--- config.mk ---
export PLATFORM = sky130hd
export DESIGN_NAME = nf_10g_rx_stats
export DESIGN_NICKNAME = d
export VERILOG_FILES = /design/src/rtl/nf_10g_stats_pkg.sv /design/src/rtl/nf_axis_skid_buffer.sv /design/src/rtl/nf_10g_rx_stats.sv
export SDC_FILE = /design/constraint.sdc
export NUM_CORES = 2
export LEC_CHECK = 0
export ABC_AREA = 1
export CAP_MARGIN = 20
export CORE_UTILIZATION = 40
export CTS_BUF_LIST = sky130_fd_sc_hd__clkbuf_16
export DETAILED_ROUTE_END_ITERATION = 16
export PLACE_DENSITY_LB_ADDON = 0.1
export RECOVER_POWER = 50
export SLEW_MARGIN = 20
export SYNTH_ARGS = -nofsm -noshare
export SYNTH_HDL_FRONTEND = slang
export SYNTH_SLANG_ARGS = --single-unit
--- constraint.sdc ---
create_clock -name axis_aclk -period 21.2 [get_ports axis_aclk]
set_input_delay 4.24 -clock axis_aclk [delete_from_list [all_inputs] [get_ports axis_aclk]]
set_output_delay 4.24 -clock axis_aclk [all_outputs]
set_load 0.02 [all_outputs]
--- src/rtl/nf_10g_stats_pkg.sv ---
// ---------------------------------------------------------------------------
// nf_10g_stats_pkg
// Shared definitions for the 10G RX statistics stage:
//   - register-port address constants
//   - position of the packet-length field inside tuser
//   - popcount helper for tkeep (up to KEEP_MAX_W lanes)
// ---------------------------------------------------------------------------
package nf_10g_stats_pkg;

    // Register map for stat_rd_addr
    localparam logic [2:0] STAT_PKT       = 3'd0;
    localparam logic [2:0] STAT_BYTE      = 3'd1;
    localparam logic [2:0] STAT_LEN_ERR   = 3'd2;
    localparam logic [2:0] STAT_LINK_DOWN = 3'd3;
    localparam logic [2:0] STAT_LINK      = 3'd4;

    // tuser[15:0] carries the declared packet length in bytes
    localparam int TUSER_LEN_LSB = 0;
    localparam int TUSER_LEN_MSB = 15;
    localparam int LEN_W         = TUSER_LEN_MSB - TUSER_LEN_LSB + 1;

    // Widest tkeep the popcount helper handles; narrower keeps are zero-extended
    localparam int KEEP_MAX_W = 64;
    localparam int POP_W      = 8;

    function automatic logic [POP_W-1:0] popcount_keep(input logic [KEEP_MAX_W-1:0] keep);
        logic [POP_W-1:0] cnt;
        cnt = '0;
        for (int i = 0; i < KEEP_MAX_W; i++) begin
            cnt = cnt + {{(POP_W-1){1'b0}}, keep[i]};
        end
        return cnt;
    endfunction

endpackage

--- src/rtl/nf_axis_skid_buffer.sv ---
// ---------------------------------------------------------------------------
// nf_axis_skid_buffer
// Two-entry AXI-Stream skid buffer carrying an opaque W-bit payload.
// The output always presents the oldest entry; s_ready is a registered
// "not full" so the upstream ready path never depends on m_ready.
//
// Ports:
//   axis_aclk     clock
//   axis_aresetn  synchronous active-low reset
//   s_data/s_valid/s_ready  input side
//   m_data/m_valid/m_ready  output side
// ---------------------------------------------------------------------------
module nf_axis_skid_buffer #(
    parameter int W = 8
) (
    input  logic         axis_aclk,
    input  logic         axis_aresetn,
    input  logic [W-1:0] s_data,
    input  logic         s_valid,
    output logic         s_ready,
    output logic [W-1:0] m_data,
    output logic         m_valid,
    input  logic         m_ready
);

    localparam int DEPTH = 2;

    logic [W-1:0] entry_reg  [DEPTH];
    logic [W-1:0] entry_next [DEPTH];
    logic [1:0]   count_reg;
    logic [1:0]   count_next;
    logic         ready_reg;
    logic         push;
    logic         pop;

    assign push    = s_valid && ready_reg;
    assign pop     = (count_reg != 2'd0) && m_ready;
    assign s_ready = ready_reg;
    assign m_valid = (count_reg != 2'd0);
    assign m_data  = entry_reg[0];

    // Entry 0 is always the head; a pop shifts entry 1 down.
    always_comb begin
        count_next    = count_reg;
        entry_next[0] = entry_reg[0];
        entry_next[1] = entry_reg[1];
        case ({push, pop})
            2'b10: begin
                count_next = count_reg + 2'd1;
                if (count_reg == 2'd0) begin
                    entry_next[0] = s_data;
                end else begin
                    entry_next[1] = s_data;
                end
            end
            2'b01: begin
                count_next    = count_reg - 2'd1;
                entry_next[0] = entry_reg[1];
            end
            2'b11: begin
                // Occupancy unchanged; push can only happen with count<=1
                if (count_reg == 2'd1) begin
                    entry_next[0] = s_data;
                end else begin
                    entry_next[0] = entry_reg[1];
                    entry_next[1] = s_data;
                end
            end
            default: ;
        endcase
    end

    always_ff @(posedge axis_aclk) begin
        if (!axis_aresetn) begin
            count_reg <= 2'd0;
            ready_reg <= 1'b0;
            for (int i = 0; i < DEPTH; i++) begin
                entry_reg[i] <= '0;
            end
        end else begin
            count_reg <= count_next;
            ready_reg <= (count_next != 2'd2);
            for (int i = 0; i < DEPTH; i++) begin
                entry_reg[i] <= entry_next[i];
            end
        end
    end

endmodule

--- src/rtl/nf_10g_rx_stats.sv ---
// ---------------------------------------------------------------------------
// nf_10g_rx_stats
// Per-port RX statistics stage between the 10G interface and the input
// arbiter. Forwards the stream unchanged through a 2-entry skid buffer and
// keeps saturating packet / byte / length-error / link-drop counters that
// are read through a one-cycle request/acknowledge port.
//
// Ports:
//   axis_aclk, axis_aresetn        clock, synchronous active-low reset
//   s_axis_*                       RX stream in (from 10G interface)
//   m_axis_*                       RX stream out (to arbiter)
//   link_up                        PCS/PMA link status, already synchronous
//   stat_rd_req/addr               read strobe and counter select
//   stat_rd_data/ack               read data, valid one cycle after request
//   stat_clear                     strobe clearing all counters
// ---------------------------------------------------------------------------
module nf_10g_rx_stats
    import nf_10g_stats_pkg::*;
#(
    parameter int C_AXIS_DATA_WIDTH  = 256,
    parameter int C_AXIS_TUSER_WIDTH = 128,
    parameter int C_CNT_WIDTH        = 32
) (
    input  logic                            axis_aclk,
    input  logic                            axis_aresetn,
    input  logic [C_AXIS_DATA_WIDTH-1:0]    s_axis_tdata,
    input  logic [C_AXIS_DATA_WIDTH/8-1:0]  s_axis_tkeep,
    input  logic [C_AXIS_TUSER_WIDTH-1:0]   s_axis_tuser,
    input  logic                            s_axis_tvalid,
    input  logic                            s_axis_tlast,
    output logic                            s_axis_tready,
    output logic [C_AXIS_DATA_WIDTH-1:0]    m_axis_tdata,
    output logic [C_AXIS_DATA_WIDTH/8-1:0]  m_axis_tkeep,
    output logic [C_AXIS_TUSER_WIDTH-1:0]   m_axis_tuser,
    output logic                            m_axis_tvalid,
    output logic                            m_axis_tlast,
    input  logic                            m_axis_tready,
    input  logic                            link_up,
    input  logic                            stat_rd_req,
    input  logic [2:0]                      stat_rd_addr,
    output logic [C_CNT_WIDTH-1:0]          stat_rd_data,
    output logic                            stat_rd_ack,
    input  logic                            stat_clear
);

    localparam int KEEP_W = C_AXIS_DATA_WIDTH / 8;
    localparam int BUF_W  = C_AXIS_DATA_WIDTH + KEEP_W + C_AXIS_TUSER_WIDTH + 1;

    // ------------------------------------------------------------------
    // Stream path
    // ------------------------------------------------------------------
    logic [BUF_W-1:0] buf_in;
    logic [BUF_W-1:0] buf_out;

    assign buf_in = {s_axis_tdata, s_axis_tkeep, s_axis_tuser, s_axis_tlast};
    assign {m_axis_tdata, m_axis_tkeep, m_axis_tuser, m_axis_tlast} = buf_out;

    nf_axis_skid_buffer #(
        .W (BUF_W)
    ) u_skid (
        .axis_aclk    (axis_aclk),
        .axis_aresetn (axis_aresetn),
        .s_data       (buf_in),
        .s_valid      (s_axis_tvalid),
        .s_ready      (s_axis_tready),
        .m_data       (buf_out),
        .m_valid      (m_axis_tvalid),
        .m_ready      (m_axis_tready)
    );

    // ------------------------------------------------------------------
    // Per-beat length tracking (input handshakes only)
    // ------------------------------------------------------------------
    logic                   in_hs;
    logic                   first_beat;
    logic [KEEP_MAX_W-1:0]  keep_ext;
    logic [POP_W-1:0]       beat_bytes;
    logic [LEN_W-1:0]       frame_total;
    logic [LEN_W-1:0]       exp_len;
    logic                   len_bad;

    logic                   in_pkt_reg;
    logic [LEN_W-1:0]       acc_reg;
    logic [LEN_W-1:0]       exp_len_reg;

    assign in_hs      = s_axis_tvalid && s_axis_tready;
    assign first_beat = !in_pkt_reg;
    assign keep_ext   = KEEP_MAX_W'(s_axis_tkeep);
    assign beat_bytes = popcount_keep(keep_ext);

    // A first beat restarts the accumulator and supplies the declared length
    // directly, which also covers single-beat packets.
    assign frame_total = (first_beat ? '0 : acc_reg) + LEN_W'(beat_bytes);
    assign exp_len     = first_beat ? s_axis_tuser[TUSER_LEN_MSB:TUSER_LEN_LSB] : exp_len_reg;
    assign len_bad     = (frame_total != exp_len);

    always_ff @(posedge axis_aclk) begin
        if (!axis_aresetn) begin
            in_pkt_reg  <= 1'b0;
            acc_reg     <= '0;
            exp_len_reg <= '0;
        end else if (in_hs) begin
            in_pkt_reg <= !s_axis_tlast;
            acc_reg    <= frame_total;
            if (first_beat) begin
                exp_len_reg <= s_axis_tuser[TUSER_LEN_MSB:TUSER_LEN_LSB];
            end
        end
    end

    // ------------------------------------------------------------------
    // Saturating counters; clear has priority over any increment
    // ------------------------------------------------------------------
    function automatic logic [C_CNT_WIDTH-1:0] sat_add(
        input logic [C_CNT_WIDTH-1:0] a,
        input logic [C_CNT_WIDTH-1:0] b
    );
        logic [C_CNT_WIDTH:0] sum;
        sum = {1'b0, a} + {1'b0, b};
        return sum[C_CNT_WIDTH] ? '1 : sum[C_CNT_WIDTH-1:0];
    endfunction

    logic                   link_prev_reg;
    logic                   link_fall;
    logic [C_CNT_WIDTH-1:0] pkt_inc;
    logic [C_CNT_WIDTH-1:0] byte_inc;
    logic [C_CNT_WIDTH-1:0] len_err_inc;
    logic [C_CNT_WIDTH-1:0] link_down_inc;

    logic [C_CNT_WIDTH-1:0] pkt_cnt_reg;
    logic [C_CNT_WIDTH-1:0] byte_cnt_reg;
    logic [C_CNT_WIDTH-1:0] len_err_cnt_reg;
    logic [C_CNT_WIDTH-1:0] link_down_cnt_reg;
    logic [C_CNT_WIDTH-1:0] pkt_cnt_next;
    logic [C_CNT_WIDTH-1:0] byte_cnt_next;
    logic [C_CNT_WIDTH-1:0] len_err_cnt_next;
    logic [C_CNT_WIDTH-1:0] link_down_cnt_next;

    assign link_fall     = link_prev_reg && !link_up;
    assign pkt_inc       = C_CNT_WIDTH'(in_hs && s_axis_tlast);
    assign byte_inc      = in_hs ? C_CNT_WIDTH'(beat_bytes) : '0;
    assign len_err_inc   = C_CNT_WIDTH'(in_hs && s_axis_tlast && len_bad);
    assign link_down_inc = C_CNT_WIDTH'(link_fall);

    always_comb begin
        pkt_cnt_next       = sat_add(pkt_cnt_reg, pkt_inc);
        byte_cnt_next      = sat_add(byte_cnt_reg, byte_inc);
        len_err_cnt_next   = sat_add(len_err_cnt_reg, len_err_inc);
        link_down_cnt_next = sat_add(link_down_cnt_reg, link_down_inc);
        if (stat_clear) begin
            pkt_cnt_next       = '0;
            byte_cnt_next      = '0;
            len_err_cnt_next   = '0;
            link_down_cnt_next = '0;
        end
    end

    always_ff @(posedge axis_aclk) begin
        if (!axis_aresetn) begin
            pkt_cnt_reg       <= '0;
            byte_cnt_reg      <= '0;
            len_err_cnt_reg   <= '0;
            link_down_cnt_reg <= '0;
            link_prev_reg     <= 1'b0;
        end else begin
            pkt_cnt_reg       <= pkt_cnt_next;
            byte_cnt_reg      <= byte_cnt_next;
            len_err_cnt_reg   <= len_err_cnt_next;
            link_down_cnt_reg <= link_down_cnt_next;
            link_prev_reg     <= link_up;
        end
    end

    // ------------------------------------------------------------------
    // Register read port: samples the pre-update counter values, so a read
    // coinciding with a clear returns the old contents.
    // ------------------------------------------------------------------
    logic [C_CNT_WIDTH-1:0] rd_mux;
    logic [C_CNT_WIDTH-1:0] rd_data_reg;
    logic                   rd_ack_reg;

    always_comb begin
        rd_mux = '0;
        case (stat_rd_addr)
            STAT_PKT:       rd_mux = pkt_cnt_reg;
            STAT_BYTE:      rd_mux = byte_cnt_reg;
            STAT_LEN_ERR:   rd_mux = len_err_cnt_reg;
            STAT_LINK_DOWN: rd_mux = link_down_cnt_reg;
            STAT_LINK:      rd_mux = C_CNT_WIDTH'(link_up);
            default:        rd_mux = '0;
        endcase
    end

    always_ff @(posedge axis_aclk) begin
        if (!axis_aresetn) begin
            rd_ack_reg  <= 1'b0;
            rd_data_reg <= '0;
        end else begin
            rd_ack_reg  <= stat_rd_req;
            rd_data_reg <= stat_rd_req ? rd_mux : '0;
        end
    end

    assign stat_rd_ack  = rd_ack_reg;
    assign stat_rd_data = rd_data_reg;

endmodule

Word-level counts from Yosys, hierarchy flattened
Memory sizes are Yosys's and may differ from the RTL's.
Index checks and enable logic that the tools add are counted.
{"block": "totals", "mem_bits_rw": 834, "reg_bits": 198, "memories": 1, "elab_cells": 95}
{"block": "op_classes", "add_sub_neg": 38, "n_bitwise": 3, "reduce_logical": 12, "eq_ne": 10, "n_mux": 19}
{"memory": "u_skid.entry_reg", "words": 2, "width": 417, "rd": 2, "rd_clocked_by_memory_dff": 0, "write_ports": 2, "line_no": "nf_axis_skid_buffer.sv:28", "source": "logic [W-1:0] entry_reg [DEPTH];"}
{"op": "$mux W417", "count": 6}
{"op": "$pmux W417 S3", "count": 1}
{"op": "$pmux W417 S2", "count": 1}
{"op": "$add A8 B1 Y8", "count": 24}
{"op": "$pmux W32 S5", "count": 1}
{"op": "$mux W32", "count": 4}
{"op": "$add A32 B1 Y33", "count": 3}
{"op": "$add A32 B8 Y33", "count": 1}
{"op": "$mux W16", "count": 2}
{"op": "$add A16 B8 Y16", "count": 1}
{"op": "$ne A16 B16 Y1", "count": 1}
{"op": "$add A7 B1 Y8", "count": 1}
{"op": "$mux W8", "count": 1}
{"op": "$add A6 B1 Y7", "count": 1}
{"op": "$add A5 B1 Y6", "count": 1}
{"op": "$eq A3 B2 Y1 const B", "count": 2}
{"op": "$add A4 B1 Y5", "count": 1}
{"op": "$logic_and A1 B1 Y1", "count": 5}
{"op": "$add A3 B1 Y4", "count": 1}
{"op": "$eq A2 B1 Y1 const B", "count": 2}
{"op": "$eq A2 B2 Y1 const B", "count": 2}
{"op": "$pmux W2 S2", "count": 1}
{"op": "$add A2 B1 Y3", "count": 1}
{"op": "$eq A3 B1 Y1 const B", "count": 1}
{"op": "14 further kinds", "count": 17}

Logic depth before layout (Yosys ltp)
{"block": "logic_depth", "word_depth": 36, "depth_mapped": 44, "ltp_nobuf": 44}

Hierarchy
A second synthesis with hierarchy kept.
{"block": "unflattened", "cells_unflattened": 8904, "area_unflattened_um2": 57047.2}
{"mod": "nf_axis_skid_buffer", "seq_area_each_um2": 16756.1, "n_inst": 1, "cells_each": 7177, "area_each_um2": 45103.3}
{"mod": "nf_10g_rx_stats", "seq_area_each_um2": 3903.7, "n_inst": 1, "cells_each": 1727, "area_each_um2": 11944.0}

Worst setup path before layout
OpenSTA, ideal clock, no wires.
{"block": "synth_path", "kind": "input to register", "from": "input s_axis_tkeep[0]", "to": "register len_err_cnt_reg[15]", "path_buffers": 0, "arrival_time_ps": 11022, "setup_slack_ps": 10063, "path_stages": 41, "path_cell_list": "inv_1 fa_1 inv_1 fa_1 fa_1 fa_1 fa_1 inv_1 fa_1 inv_1 ha_1 inv_1 fa_1 nor2_1 o21ai_0 nand2_1 xor2_1 inv_1 [... 5 more ...] nand2_1 nand2_1 a21oi_1 nor2_1 nand2_1 nor2_1 nor2_1 ha_1 nand2_1 inv_2 nand3_4 nor2_2 nand3_1 nor2_2 nand2_1 xor2_1 o21ai_0 inv_1"}
{"block": "synth_between", "elab_chain_len": 36}
{"element": "from (decl)", "line_no": "nf_10g_rx_stats.sv:27", "source": "input logic [C_AXIS_DATA_WIDTH/8-1:0] s_axis_tkeep,"}
{"element": "$add A1 B1 Y2", "line_no": "nf_10g_stats_pkg.sv:30", "source": "cnt = cnt + {{(POP_W-1){1'b0}}, keep[i]};"}
{"element": "$add A2 B1 Y3", "line_no": "nf_10g_stats_pkg.sv:30"}
{"element": "$add A3 B1 Y4", "line_no": "nf_10g_stats_pkg.sv:30"}
{"element": "$add A4 B1 Y5", "line_no": "nf_10g_stats_pkg.sv:30"}
{"element": "$add A5 B1 Y6", "line_no": "nf_10g_stats_pkg.sv:30"}
{"element": "$add A6 B1 Y7", "line_no": "nf_10g_stats_pkg.sv:30"}
{"element": "$add A7 B1 Y8", "line_no": "nf_10g_stats_pkg.sv:30"}
{"element": "$add A8 B1 Y8 (24 in a row)", "line_no": "nf_10g_stats_pkg.sv:30"}
{"element": "$add A16 B8 Y16", "line_no": "nf_10g_rx_stats.sv:93", "source": "assign frame_total = (first_beat ? '0 : acc_reg) + LEN_W'(beat_bytes);"}
{"element": "$ne A16 B16 Y1", "line_no": "nf_10g_rx_stats.sv:95", "source": "assign len_bad = (frame_total != exp_len);"}
{"element": "$logic_and A1 B1 Y1", "line_no": "nf_10g_rx_stats.sv:142", "source": "assign len_err_inc = C_CNT_WIDTH'(in_hs && s_axis_tlast && len_bad);"}
{"element": "$add A32 B1 Y33", "line_no": "nf_10g_rx_stats.sv:119", "source": "sum = {1'b0, a} + {1'b0, b};"}
{"element": "$mux W32", "line_no": "nf_10g_rx_stats.sv:120", "source": "return sum[C_CNT_WIDTH] ? '1 : sum[C_CNT_WIDTH-1:0];"}
{"element": "to (signal assigned)", "line_no": "nf_10g_rx_stats.sv:168", "source": "len_err_cnt_reg <= len_err_cnt_next;"}
{"element": "to (decl)", "line_no": "nf_10g_rx_stats.sv:132", "source": "logic [C_CNT_WIDTH-1:0] len_err_cnt_reg;"}
Every way passes these cells.
A chain may end at the register's enable or synchronous reset.

==> qor.yml <==
muxShareOfSynthArea_pct: 0
peakVddDrop_v: 0.00006942
violations: "capacitance limit, slew limit"
synth_edf_count: 0
finalCritPeriodShare_pct: 71.96
required_ns: 21.74
die_w_um: 354.8
p_sw_uw: 1775
final_cells: 8656
grt_pass1_vias: 41220
drtAntennaViolNets: 0
rows: 129
gr-total-overflow: 0
cts_buffers: 117
fin_nets: 7392
clockBufferDepth: 3
power_uw: 5519
ys.warnings.count: 0
track_usage_pct: 25.29
die_area_um2: 125900
status: "finished, violations left"
syn-num-nets: 7234
cp-start-kind: "primary input"
start_util_pct: 40.28
cp_max_fo: 182
synth_cell_type_count: 52
synthTopCellsByArea: "dfxtp_1, inv_1, o221ai_1"
avgRoutedWirePerCell_um: 19.31
grt_pass1_wl_um: 251000
final_common_cell: "inv_1"
core_um2: 123600
cts_tree: "done"
synth_fa_ha_area_share_pct: 1.799
antenna_found_initial: 36
fp.dieH_um: 354.8
first_pass_iters: 6
dp.cells: 8427
clkPwrFrac_pct: 35.2
io_pins: 879
switching_share_pct: 32.16
synth-xor-area-share_pct: 1.337
power_frac_comb_pct: 24.6
power.leakage_uw: 0.02795
hold_viol_final: 0
vias_per_cell: 5.163
power_density_nw_per_um2: 92.61
synth_simple_gate_area_share_pct: 17.26
vias: 44690
dp_hpwl_um: 112800
grt_max_degree: 240
cts-resized-gates: 0
largest_reg_flops: 834
routabilityCongestion: 0.9059
numPortBuffers: 878
hold_path_class: "register to register"
drv_cap: 15
remaining_drc_errors: 0
postSynthCellCount: 6751
rsz0062_at_grt: "no"
intPower_uw: 3744
register_area_um2: 20660
slew_headroom_pct: -306.6
ys_ff_latch: 1032
slew_viol_final: 1081
multi_input_area_um2: 19720
synth.largest_area_cell: "dfxtp_1"
h-tree-depth: 3
drt-initial-drc-count: 3661
cp.arrival_ns: 15.79
fillers: 12270
clkTransAtPathRegs_ns: 0.06
synth_compound_area_share_pct: 19.15
drt_wl_total_um: 167100
syn2layout_area_growth_pct: 19.66
ys_seq_area_share_pct: 41.49
clock_sinks: 1032
worst_slew_pin_slew_ns: 6.066
synth_ff_type: "dfxtp_1"
synth_area_per_cell_um2: 7.376
final_cell_mix: "inv_1, dfxtp_1, nand2_1"
tns_ns: 0
syn_area_um2: 49800
max_freq_mhz: 65.55
clock_latency_ns: 0.73
root_buffer: "clkbuf_16"
synth_top_cell_area_share_pct: 41.49
p_seq_share_pct: 40.2
synth_top_family_by_area: "compound AO/OA/AOI/OAI gates"
end_kind: "register"
post_cts_buffers: 0
cts_hold_buf: 0
fin_skew_ns: 0.03495
drive_above_1_share_pct: 3.629
setup_viol: 0
critPathKind: "primary input to register"
synthArstFlopShare_pct: 0
period_needed_ns: 15.25
layer usage:
metal / vias to the layer above / track usage, % / part of all wire [%]
li1: 22060 / - / -
met1: 21060 / 32.38 / 43
met2: 1268 / 40.84 / 46
met3: 282 / 6.108 / 7.0
met4: 20 / 10.03 / 3.6
met5: - / 0 / 0.085
area by class of cell:
type / instances / area share [%]
Clock buffer: 118 / 4.955
Tap cell: 1637 / 3.437
Multi-Input combinational cell: 3670 / 33.09
Timing Repair Buffer: 921 / 15.33
Inverter: 1167 / 7.366
Sequential cell: 1032 / 34.67
Antenna cell: 20 / 0.08399
Clock inverter: 91 / 1.071
power by group through the flow:
stage | combinational (uW) | clock (uW) | sequential, uW
final | 1360 | 1940 | 2220
after global routing | 1510 | 2070 | 2240
after CTS | 1390 | 1990 | 2220
after detailed placement | 1380 | 0 | 2260
after global placement | 1370 | 0 | 2260
after floorplan | 1000 | 0 | 2230
final timing paths:
check,start,to,slack [ns],cells past startpoint
setup / recovery,s_axis_tvalid,u_skid.entry_reg[0][559],5.95,13
hold / removal,acc_reg[4],acc_reg[4],0.51,2
setup reg to reg,u_skid.s_ready,u_skid.entry_reg[0][559],9.64,12
hold reg to reg,acc_reg[4],acc_reg[4],0.51,2
cell usage after synthesis, drive strengths merged, types with 2 or more instances:
cell and n:
dfxtp 1032, nand3 537, o21ai 542, nor3 53, buf 602, a31oi 9
nor2 597, xor2 60, clkinv 2, o31ai 6, clkbuf 280, or2 12
nand2 721, a221oi 27, fa 26, nand4 39, o21a 3, o211ai 7
nand3b 15, o221ai 417, ha 30, o22ai 23, nor4 16, xnor2 16
inv 1165, a21oi 506
critical path, stage by stage:
cell	delay, ns
dlygate4sd3_1	0.54
nand2_1	0.07
clkbuf_1	1.06
inv_1	1.28
ha_1	0.61
inv_1	0.13
o21ai_0	0.08
o21ai_0	0.10
clkinvlp_2	4.47
buf_4	2.07
buf_4	0.59
o21ai_0	0.31
a21oi_1	0.09
cell families (layout without fill, tap and decap cells):
group,count (synthesis),after routing
AO/OA/AOI/OAI,1545,1545
XOR/XNOR,76,76
adder cells (fa/ha/maj),56,56
buffers and inverters,2049,2297
flip-flops,1032,1032
other,0,20
AND/OR/NAND/NOR,1993,1993
stage by stage:
stage	hold slack (ns)	cell area [um^2]	util, %	worst slack [ns]
final	0.5082	59590	48.20	5.945
after global routing	0.5341	59580	48.19	4.609
after CTS	0.5095	59630	48.23	8.699
after detailed placement	0.4937	56040	45.33	7.984
after global placement	0.4812	56040	45.33	8.059
after floorplan	0.4625	49800	-	10.06
No activity file was read; power rests on OpenSTA's default activity.
